## src/rtl/video_in_pkg.sv

```systemverilog
// Shared definitions for the video_in capture path: frame geometry defaults,
// Wishbone cycle-type codes and the store FSM state encoding.
// Latency/backpressure: n/a (declarations only).
package video_in_pkg;

    localparam int P_WIDTH_DEF  = 640;
    localparam int P_HEIGHT_DEF = 480;

    localparam logic [2:0] WB_CTI_INCR = 3'b010;
    localparam logic [2:0] WB_CTI_EOB  = 3'b111;

    typedef enum logic [1:0] {
        IDLE  = 2'd0,
        WAIT  = 2'd1,
        BURST = 2'd2
    } store_state_t;

    // Counter width helper that never collapses to a zero-width vector.
    function automatic int clog2_min1(input int n);
        return (n > 1) ? $clog2(n) : 1;
    endfunction

endpackage

```

## src/rtl/video_in_store.sv

```systemverilog
// Purpose: drains the 32-bit pixel FIFO into a double-buffered frame store via Wishbone burst writes.
// Latency: a burst starts 1 cycle after WAIT sees p_BURST words; one word per acked beat; frame_done 1 cycle after last ack.
// Backpressure: slave wait states (no ack) stall the beat with adr/data held; nothing is popped without an ack.
//
// Ports:
//   clk, RST (sync, active high)       enable: capture on / stop at next burst boundary
//   buf0_addr, buf1_addr               frame buffer byte base addresses
//   fifo_data, fifo_level, fifo_r_e    FWFT pixel FIFO head, fill level, pop
//   wb_*                               Wishbone master (write-only, incrementing bursts)
//   cur_buf, frame_done                buffer being filled, end-of-frame pulse
//   err_cnt                            saturating error count (only with VIDEO_IN_STORE_ERR_EN)
// Build option: define VIDEO_IN_STORE_ERR_EN to end a burst on wb_err_i and retry from the failed word.
module video_in_store
    import video_in_pkg::*;
#(
    parameter int p_WIDTH  = P_WIDTH_DEF,
    parameter int p_HEIGHT = P_HEIGHT_DEF,
    parameter int p_BURST  = 8,
    parameter int p_LVL_W  = 6
) (
    input  logic               clk,
    input  logic               RST,
    input  logic               enable,
    input  logic [31:0]        buf0_addr,
    input  logic [31:0]        buf1_addr,
    input  logic [31:0]        fifo_data,
    input  logic [p_LVL_W-1:0] fifo_level,
    output logic               fifo_r_e,
    output logic [31:0]        wb_adr_o,
    output logic [31:0]        wb_dat_o,
    output logic [3:0]         wb_sel_o,
    output logic               wb_we_o,
    output logic               wb_cyc_o,
    output logic               wb_stb_o,
    output logic [2:0]         wb_cti_o,
    input  logic               wb_ack_i,
    input  logic               wb_err_i,
    output logic               cur_buf,
`ifdef VIDEO_IN_STORE_ERR_EN
    output logic [7:0]         err_cnt,
`endif
    output logic               frame_done
);

    localparam int WORDS = p_WIDTH * p_HEIGHT / 4;
    localparam int WC_W  = clog2_min1(WORDS);
    localparam int BT_W  = clog2_min1(p_BURST);

    localparam logic [WC_W-1:0]    LAST_WORD = WC_W'(WORDS - 1);
    localparam logic [BT_W-1:0]    LAST_BEAT = BT_W'(p_BURST - 1);
    localparam logic [p_LVL_W-1:0] BURST_LVL = p_LVL_W'(p_BURST);

    store_state_t    state_q, state_d;
    logic [WC_W-1:0] word_cnt_q, word_cnt_d;
    logic [BT_W-1:0] beat_q, beat_d;
    logic            cur_buf_q, cur_buf_d;
    logic [31:0]     base_q, base_d;
    logic            frame_done_q, frame_done_d;
    logic            in_burst;
    logic            beat_ack;

`ifdef VIDEO_IN_STORE_ERR_EN
    logic [7:0]      err_cnt_q, err_cnt_d;
`else
    logic            unused_err;
    assign unused_err = wb_err_i;
`endif

    assign in_burst = (state_q == BURST);

    // A beat completes only on a clean ack; an errored beat is neither popped nor counted.
`ifdef VIDEO_IN_STORE_ERR_EN
    assign beat_ack = in_burst & wb_ack_i & ~wb_err_i;
`else
    assign beat_ack = in_burst & wb_ack_i;
`endif

    always_ff @(posedge clk) begin
        if (RST) begin
            state_q      <= IDLE;
            word_cnt_q   <= '0;
            beat_q       <= '0;
            cur_buf_q    <= 1'b0;
            base_q       <= 32'h0;
            frame_done_q <= 1'b0;
`ifdef VIDEO_IN_STORE_ERR_EN
            err_cnt_q    <= 8'h00;
`endif
        end else begin
            state_q      <= state_d;
            word_cnt_q   <= word_cnt_d;
            beat_q       <= beat_d;
            cur_buf_q    <= cur_buf_d;
            base_q       <= base_d;
            frame_done_q <= frame_done_d;
`ifdef VIDEO_IN_STORE_ERR_EN
            err_cnt_q    <= err_cnt_d;
`endif
        end
    end

    always_comb begin
        state_d      = state_q;
        word_cnt_d   = word_cnt_q;
        beat_d       = beat_q;
        cur_buf_d    = cur_buf_q;
        base_d       = base_q;
        frame_done_d = 1'b0;
`ifdef VIDEO_IN_STORE_ERR_EN
        err_cnt_d    = err_cnt_q;
`endif
        case (state_q)
            IDLE: begin
                if (enable) begin
                    state_d = WAIT;
                end
            end
            WAIT: begin
                if (!enable) begin
                    // Stopping restarts the next capture at the top of buffer 0.
                    state_d    = IDLE;
                    word_cnt_d = '0;
                    cur_buf_d  = 1'b0;
                end else if (fifo_level >= BURST_LVL) begin
                    // Base is latched per burst, so a base change mid-frame takes effect
                    // at the next burst boundary.
                    state_d = BURST;
                    beat_d  = '0;
                    base_d  = cur_buf_q ? buf1_addr : buf0_addr;
                end
            end
            BURST: begin
`ifdef VIDEO_IN_STORE_ERR_EN
                if (wb_err_i) begin
                    // word_cnt is left alone so the retry starts at the failed word.
                    state_d = WAIT;
                    beat_d  = '0;
                    if (err_cnt_q != 8'hFF) begin
                        err_cnt_d = err_cnt_q + 8'd1;
                    end
                end else
`endif
                if (wb_ack_i) begin
                    beat_d     = beat_q + 1'b1;
                    word_cnt_d = (word_cnt_q == LAST_WORD) ? '0 : word_cnt_q + 1'b1;
                    if (beat_q == LAST_BEAT) begin
                        state_d = WAIT;
                        beat_d  = '0;
                        if (word_cnt_q == LAST_WORD) begin
                            cur_buf_d    = ~cur_buf_q;
                            frame_done_d = 1'b1;
                        end
                    end
                end
            end
            default: state_d = IDLE;
        endcase
    end

    // Outputs are qualified by the registered BURST state so the bus is quiet outside bursts.
    assign wb_cyc_o   = in_burst;
    assign wb_stb_o   = in_burst;
    assign wb_we_o    = 1'b1;
    assign wb_sel_o   = 4'hF;
    assign wb_adr_o   = in_burst ? (base_q + 32'({word_cnt_q, 2'b00})) : 32'h0;
    assign wb_dat_o   = in_burst ? fifo_data : 32'h0;
    assign wb_cti_o   = !in_burst ? 3'b000 :
                        (beat_q == LAST_BEAT) ? WB_CTI_EOB : WB_CTI_INCR;
    assign fifo_r_e   = beat_ack;
    assign cur_buf    = cur_buf_q;
    assign frame_done = frame_done_q;
`ifdef VIDEO_IN_STORE_ERR_EN
    assign err_cnt    = err_cnt_q;
`endif

endmodule

```

## config.mk

```make
export PLATFORM = sky130hd
export DESIGN_NAME = video_in_store
export DESIGN_NICKNAME = d
export VERILOG_FILES = /design/src/rtl/video_in_pkg.sv /design/src/rtl/video_in_store.sv
export SDC_FILE = /design/constraint.sdc
export NUM_CORES = 1
export LEC_CHECK = 0
export CAP_MARGIN = 10
export CORE_ASPECT_RATIO = 0.5
export CORE_MARGIN = 3
export CORE_UTILIZATION = 43
export DETAILED_ROUTE_END_ITERATION = 10
export GPL_TIMING_DRIVEN = 0
export PLACE_DENSITY_LB_ADDON = 0.1
export SYNTH_ARGS = -nofsm -noshare
export SYNTH_HDL_FRONTEND = slang
export SYNTH_SLANG_ARGS = --single-unit
```

## constraint.sdc

```tcl
create_clock -name clk -period 3.9 [get_ports clk]
set_clock_uncertainty 0.05 [all_clocks]
set_input_delay 1.17 -clock clk [delete_from_list [all_inputs] [get_ports clk]]
set_output_delay 1.17 -clock clk [all_outputs]
set_load 0.02 [all_outputs]
```

==> flow_summary.yaml <==
worst_setup_path:
  cp-start-kind: "flip-flop"
  crit_type: "reg -> out"
  path_max_fanout: 3
  crit_path_end_kind: "output pin"
  cp.arrival_ps: 2740
  r2r_setup_slack_ps: 1310
  worstPathRequired_ps: 2680
die:
  die_y_um: 75.33
  dieArea_um2: 10900
  die_w_um: 144.7
  num_rows: 24
  start_util_pct: 45.89
  io_pins: 184
  core_um2: 9009
detailed_routing:
  vias: 4457
  drc_errors: 0
  final_antenna_net_count: 0
  routed_wl_um: 13120
  drt-pass1-iter-count: 5
  dr.first_iter.drc_count: 300
  viasPerCell: 5.331
  drt-wirelength-per-cell_um: 15.70
logic_synthesis:
  yosys.area_share.adder_pct: 6.538
  synth_warnings: 0
  ys_ff_latch: 56
  synth_compound_area_share_pct: 18.07
  syn_avg_cell_area_um2: 7.829
  synth_area_um2: 4134
  syn_inst: 528
  synthArstFlopShare_pct: 0
  synth_top_family_by_area: "simple AND/OR/NAND/NOR gates"
  yosys_most_used_dff: "dfxtp_1"
  muxShareOfSynthArea_pct: 10.44
  synth-xor-area-share_pct: 5.297
  synth_cell_types: 52
  yosysSeqAreaShare_pct: 27.12
  synth-edff-count: 0
  synth-simple-area-share_pct: 27.30
layout:
  stdcell_area_um2: 6342
  area_delta_synth_final_pct: 53.42
  drive_above_1_share_pct: 11.40
  fillers: 749
  fin_nets: 847
  num_antenna_cells: 0
power:
  power_leakage_nw: 2.406
  powerDensity_nw_per_um2: 220.5
  irDropWorstVdd_uv: 175.1
run:
  maxCapViolCount: 0
sta:
  fin_crit_sh_pct: 101.6
  hold_viol_final: 0
  rsz0062_at_grt: "yes"
  setup_viol: 1
  tightest_slew_ps: 734.5
  slew_viol_final: 0
  fin_ws_ps: -60.51
  slew_headroom_pct: 51.03
  fin_crit_ps: 3961
  fmax_mhz: 252.5
place:
  placed_area_um2: 6037
  hpwl_um: 10350
  portBuffers: 174
  gp_congestion: 0.8777
  pre_cts_slack_ps: -440.2
cts:
  cts-root-buf: "clkbuf_16"
  cts-buffers-inserted: 5
  cts_sinks: 56
  clockBufferDepth: 2
  htreeDepth: 2
  cts_tree: "built"
  clk_pin_slew_ps: 70
  clock_latency_ps: 300
hold_path:
  hp-class: "reg -> reg"
status:
  violations: "setup timing"
  status: "finished, violations left"
grt:
  grt_pass1_wl_um: 19890
  grt_overflow: 0
  grt_start_max_net_pins: 16
  antenna_found_initial: 0
  first_global_vias: 4028
  grtUsageTotal_pct: 23.33
==> synth_stat cells, types with 13 or more instances <==
library cell,n,area (µm²)
ha_1,20,250.2
a21oi_1,24,120.1
nor2_1,75,281.5
dfxtp_1,56,1121
a211oi_1,35,262.8
clkbuf_1,21,78.83
o21ai_0,15,75.07
and2_1,37,231.5
nand2_1,40,150.1
xnor2_1,13,113.9
mux2i_1,42,420.4
nand2b_1,14,87.58
==> final timing paths <==
kind,startpoint,depth (start not counted),end
max,base_q[2],11,wb_adr_o[24]
min,base_q[0],2,base_q[0]
max reg2reg,word_cnt_q[1],8,word_cnt_q[10]
min reg2reg,base_q[0],2,base_q[0]
==> where the power goes <==
| group | switching (mW) | total, mW | internal [mW] |
|---|---|---|---|
| registers | 0.0217 | 0.615 | 0.593 |
| logic | 0.128 | 0.298 | 0.171 |
| clock network | 0.215 | 0.485 | 0.271 |
==> cells by family (layout without fill, tap and decap cells) <==
family                   after synthesis  count (layout)
AND/OR/NAND/NOR                      224             224
AO/OA/AOI/OAI                        110             110
flip-flops                            56              56
buffers and inverters                 48             235
multiplexers                          43              43
XOR/XNOR                              25              25
adder cells (fa/ha/maj)               21              21
other                                  1               5
==> layout by cell type, fill, tap and decap left out, types with 12 or more instances in the layout <==
master,netlist,layout
a211oi_1,35,33
a21oi_1,24,21
and2_1,37,37
buf_4,8,21
clkbuf_1,21,16
clkdlybuf4s50_1,0,150
dfxtp_1,56,50
ha_1,20,12
mux2i_1,42,42
nand2_1,40,40
nand2b_1,14,14
nor2_1,75,75
o21ai_0,15,12
xnor2_1,13,13
xor2_1,12,12
==> sequential cells by signal (all words and copies together), names as in the netlist <==
name	flops
state_q	2
cur_buf	1
frame_done	1
beat_q	3
base_q	32
word_cnt_q	17
==> area by class of cell <==
cell class / count / area (µm²) / share of cell area, %
Buffer: 34 / 162.7 / 2.565
Clock buffer: 7 / 152.6 / 2.407
Inverter: 12 / 48.80 / 0.7694
Multi-Input combinational cell: 428 / 2960 / 46.68
Sequential cell: 56 / 1134 / 17.87
Tap cell: 117 / 146.4 / 2.308
Timing Repair Buffer: 182 / 1738 / 27.40
==> layer usage <==
layer	global-route usage [%]	wire length [µm]	up-vias	part of all wire, %
met3	6.332	1186	21	9.0
li1	-	-	2238	-
met5	0	0	-	0
met4	4.240	136	0	1.0
met1	32.68	5846	2023	45
met2	36.90	5954	175	45
==> what timing repair did <==
item                                    in CTS  in global routing
gates resized for setup                     75                 44
hold buffers                                 0                  0
pin swaps                                    8                  8
endpoints found under the setup margin      33                 34
setup buffers                                4                  4
==> worst max-delay path, stage by stage, from the launching register on <==
cell and delay, ps:
dfxtp_4 380, ha_4 140, inv_2 40, fa_2 410, nor2b_4 140, o31a_1 240, o211ai_1 180, a31oi_2 320
buf_4 180, o21ai_2 60, mux2i_1 180, buf_4 170
==> per-stage QoR <==
stage | hold slack, ps | cells | setup TNS, ps | power (mW) | util (%)
5_1_grt | 490.5 | 836 | -312.8 | 1.450 | 70.40
4_1_cts | 449.8 | 833 | 0 | 1.393 | 69.42
2_1_floorplan | 423.7 | 532 | 0 | 0.7576 | -
3_3_place_gp | 436.4 | 823 | -3518 | 0.9156 | 67.01
3_5_place_dp | 440.1 | 823 | -3625 | 0.9201 | 67.01
6_report | 449.2 | 836 | -60.51 | 1.398 | 70.40
Power figures use the tool's default switching activity.
==> RTL edit (same settings) <==
Encoding of `store_state_t`: now one-hot (3 bits for 3 states).
--- a/src/rtl/video_in_pkg.sv
+++ b/src/rtl/video_in_pkg.sv
@@ -11,6 +11,6 @@
 
-    typedef enum logic [1:0] {
-        IDLE  = 2'd0,
-        WAIT  = 2'd1,
-        BURST = 2'd2
+    typedef enum logic [2:0] {
+        IDLE  = 3'b001,
+        WAIT  = 3'b010,
+        BURST = 3'b100
     } store_state_t;
Behaviour: same outputs for any inputs over 10 cycles, from zero or initial values and one cycle with RST high; not proved beyond that.
==> RTL edit against the original RTL <==
- sequential power shrank 3%
- total power increased by 4.2%
- routed wire length up 23%
- setup slack better by 0.062 ns
- largest cell class unchanged
- sequential cell count is 1 higher
- sequential share of layout area shrank 1.4 points
- design area rose by 11%
- area after synthesis increased by 6.6%
- fmax increased by 1.6%
==> RTL edit: results (changes against the original RTL) <==
metric,value,unit,change
RePlAce Congestion,0.903,,+2.9%
Port-buffer cells,173,,-0.57%
vias per inst,5.52,,+3.5%
maximum fanout along the worst path,5,,+2
"Distinct cells, synth",59,,+13%
worst reg2reg setup slack,1.57,ns,+0.26 ns
All-Layer GR Usage,0.268,,+0.0344
clock latency on the worst-skew pair,0.33,ns,+0.03 ns
nets,913,,+7.8%
share of cells above drive strength 1,0.169,,+0.0547
Worst Setup SP,word_cnt_q[0],,
Slew headroom,0.369,,-0.141
CP max stage delay,0.45,ns,+0.04 ns
Final HPWL DP,12000,µm,+16%
outcome,"finished, final reports clean",,
global-route wire length before repair,24600,µm,+24%
clock-pin slew on the worst setup and hold paths,0.05,ns,-0.02 ns
RR Startpoint,word_cnt_q[3],,
leakage,2.65,nW,+10%
Largest regs,"base_q: 32 flops, word_cnt_q: 17 flops",,
Worst path slowest cell,a2111o_1,,
total CTS buffers,9,,+4
Hold Startpoint,beat_q[1],,
drt wl/cell,17.6,µm,+12%
largest net degree at the start of global routing,13,,-3
synth cell count leaders,"nor2_1, dfxtp_1, and2_1",,
peak supply drop,0.160,mV,-8.8%
syn_area_per_cell,7.62,µm²,-2.6%
H-Tree Depth,3,,+1
FF-to-FF End,word_cnt_q[14],,
Worst Path Arrival,2.68,ns,-0.06 ns
number of global-route vias before repair,4843,,+20%
Filler cells,797,,+6.4%
Placed Cells,890,,+8.1%
sequential fraction of the synthesis area,0.259,,-0.0122
Synth area leaders,"dfxtp_1, mux2i_1, nor2_1",,
worst setup path endpoint,wb_adr_o[28],,
First DRT Iteration DRCs,417,,+39%
[RTL edit: cell type report]
cell class | instances | share of cell area
Multi-Input combinational cell | 463 | 0.467
Timing Repair Buffer | 195 | 0.263
Sequential cell | 57 | 0.164
Buffer | 45 | 0.0381
Clock buffer | 10 | 0.0324
Tap cell | 135 | 0.0239
Inverter | 14 | 0.00744
Clock inverter | 4 | 0.00319
[RTL edit: worst register-to-register path, cell delays in order (launching register included)]
cell and delay [ns]:
dfxtp_2 0.39, and3_1 0.16, clkbuf_1 0.21, and3_1 0.20
buf_2 0.19, a31o_1 0.25, nand2_1 0.13, nand2b_1 0.10
buf_2 0.18, buf_2 0.27, nor2_1 0.08
[RTL edit: timing repair]
action,in CTS,in global routing
setup buffers,16,6
hold buffers,0,0
endpoints found under the setup margin,50,37
gates resized for setup,129,39
pin swaps,13,19
[RTL edit: logic make-up (layout without fill, tap and decap cells)]
family          Yosys count  after routing  synth area share
simple gates            250            250             0.287
other cells               1              5          0.000851
compound gates          127            127             0.200
xor+xnor                 25             25            0.0497
fa+ha+maj                21             21            0.0613
mux                      35             35            0.0795
flops                    57             57             0.259
buf+inv                  62            268            0.0630
[RTL edit: worst min path at each step]
stage	end	slack [ns]	depth (start not counted)
2_1_floorplan	beat_q[1]	0.40	2
3_3_place_gp	beat_q[1]	0.41	2
3_5_place_dp	beat_q[1]	0.42	2
4_1_cts	beat_q[1]	0.43	2
5_1_grt	beat_q[1]	0.46	2
6_report	beat_q[1]	0.43	2
[RTL edit: metal layers]
| metal | GRT usage | vias up | wire length, µm |
|---|---|---|---|
| met5 | 0 | - | 0 |
| met4 | 0.0603 | 0 | 187 |
| met1 | 0.346 | 2355 | 6890 |
| met3 | 0.0893 | 26 | 1610 |
| met2 | 0.435 | 256 | 7510 |
| li1 | - | 2455 | - |
[RTL edit: power breakdown]
part           total, mW  internal (mW)  switching [mW]
registers          0.596          0.588         0.00757
logic              0.173          0.116          0.0572
clock network      0.689          0.418           0.271
[RTL edit: stage by stage]
stage	setup TNS, ns	hold WS (ns)	worst slack, ns	cell area (µm²)	utilization
floorplan	0	0.400	0.166	4420	-
global placement	-4.68	0.408	-0.446	6320	0.652
detailed placement	-4.39	0.419	-0.455	6320	0.652
CTS	-0.0244	0.428	-0.0200	6880	0.710
global route	-0.240	0.463	-0.0600	7060	0.728
finish	0	0.426	0.00188	7060	0.728
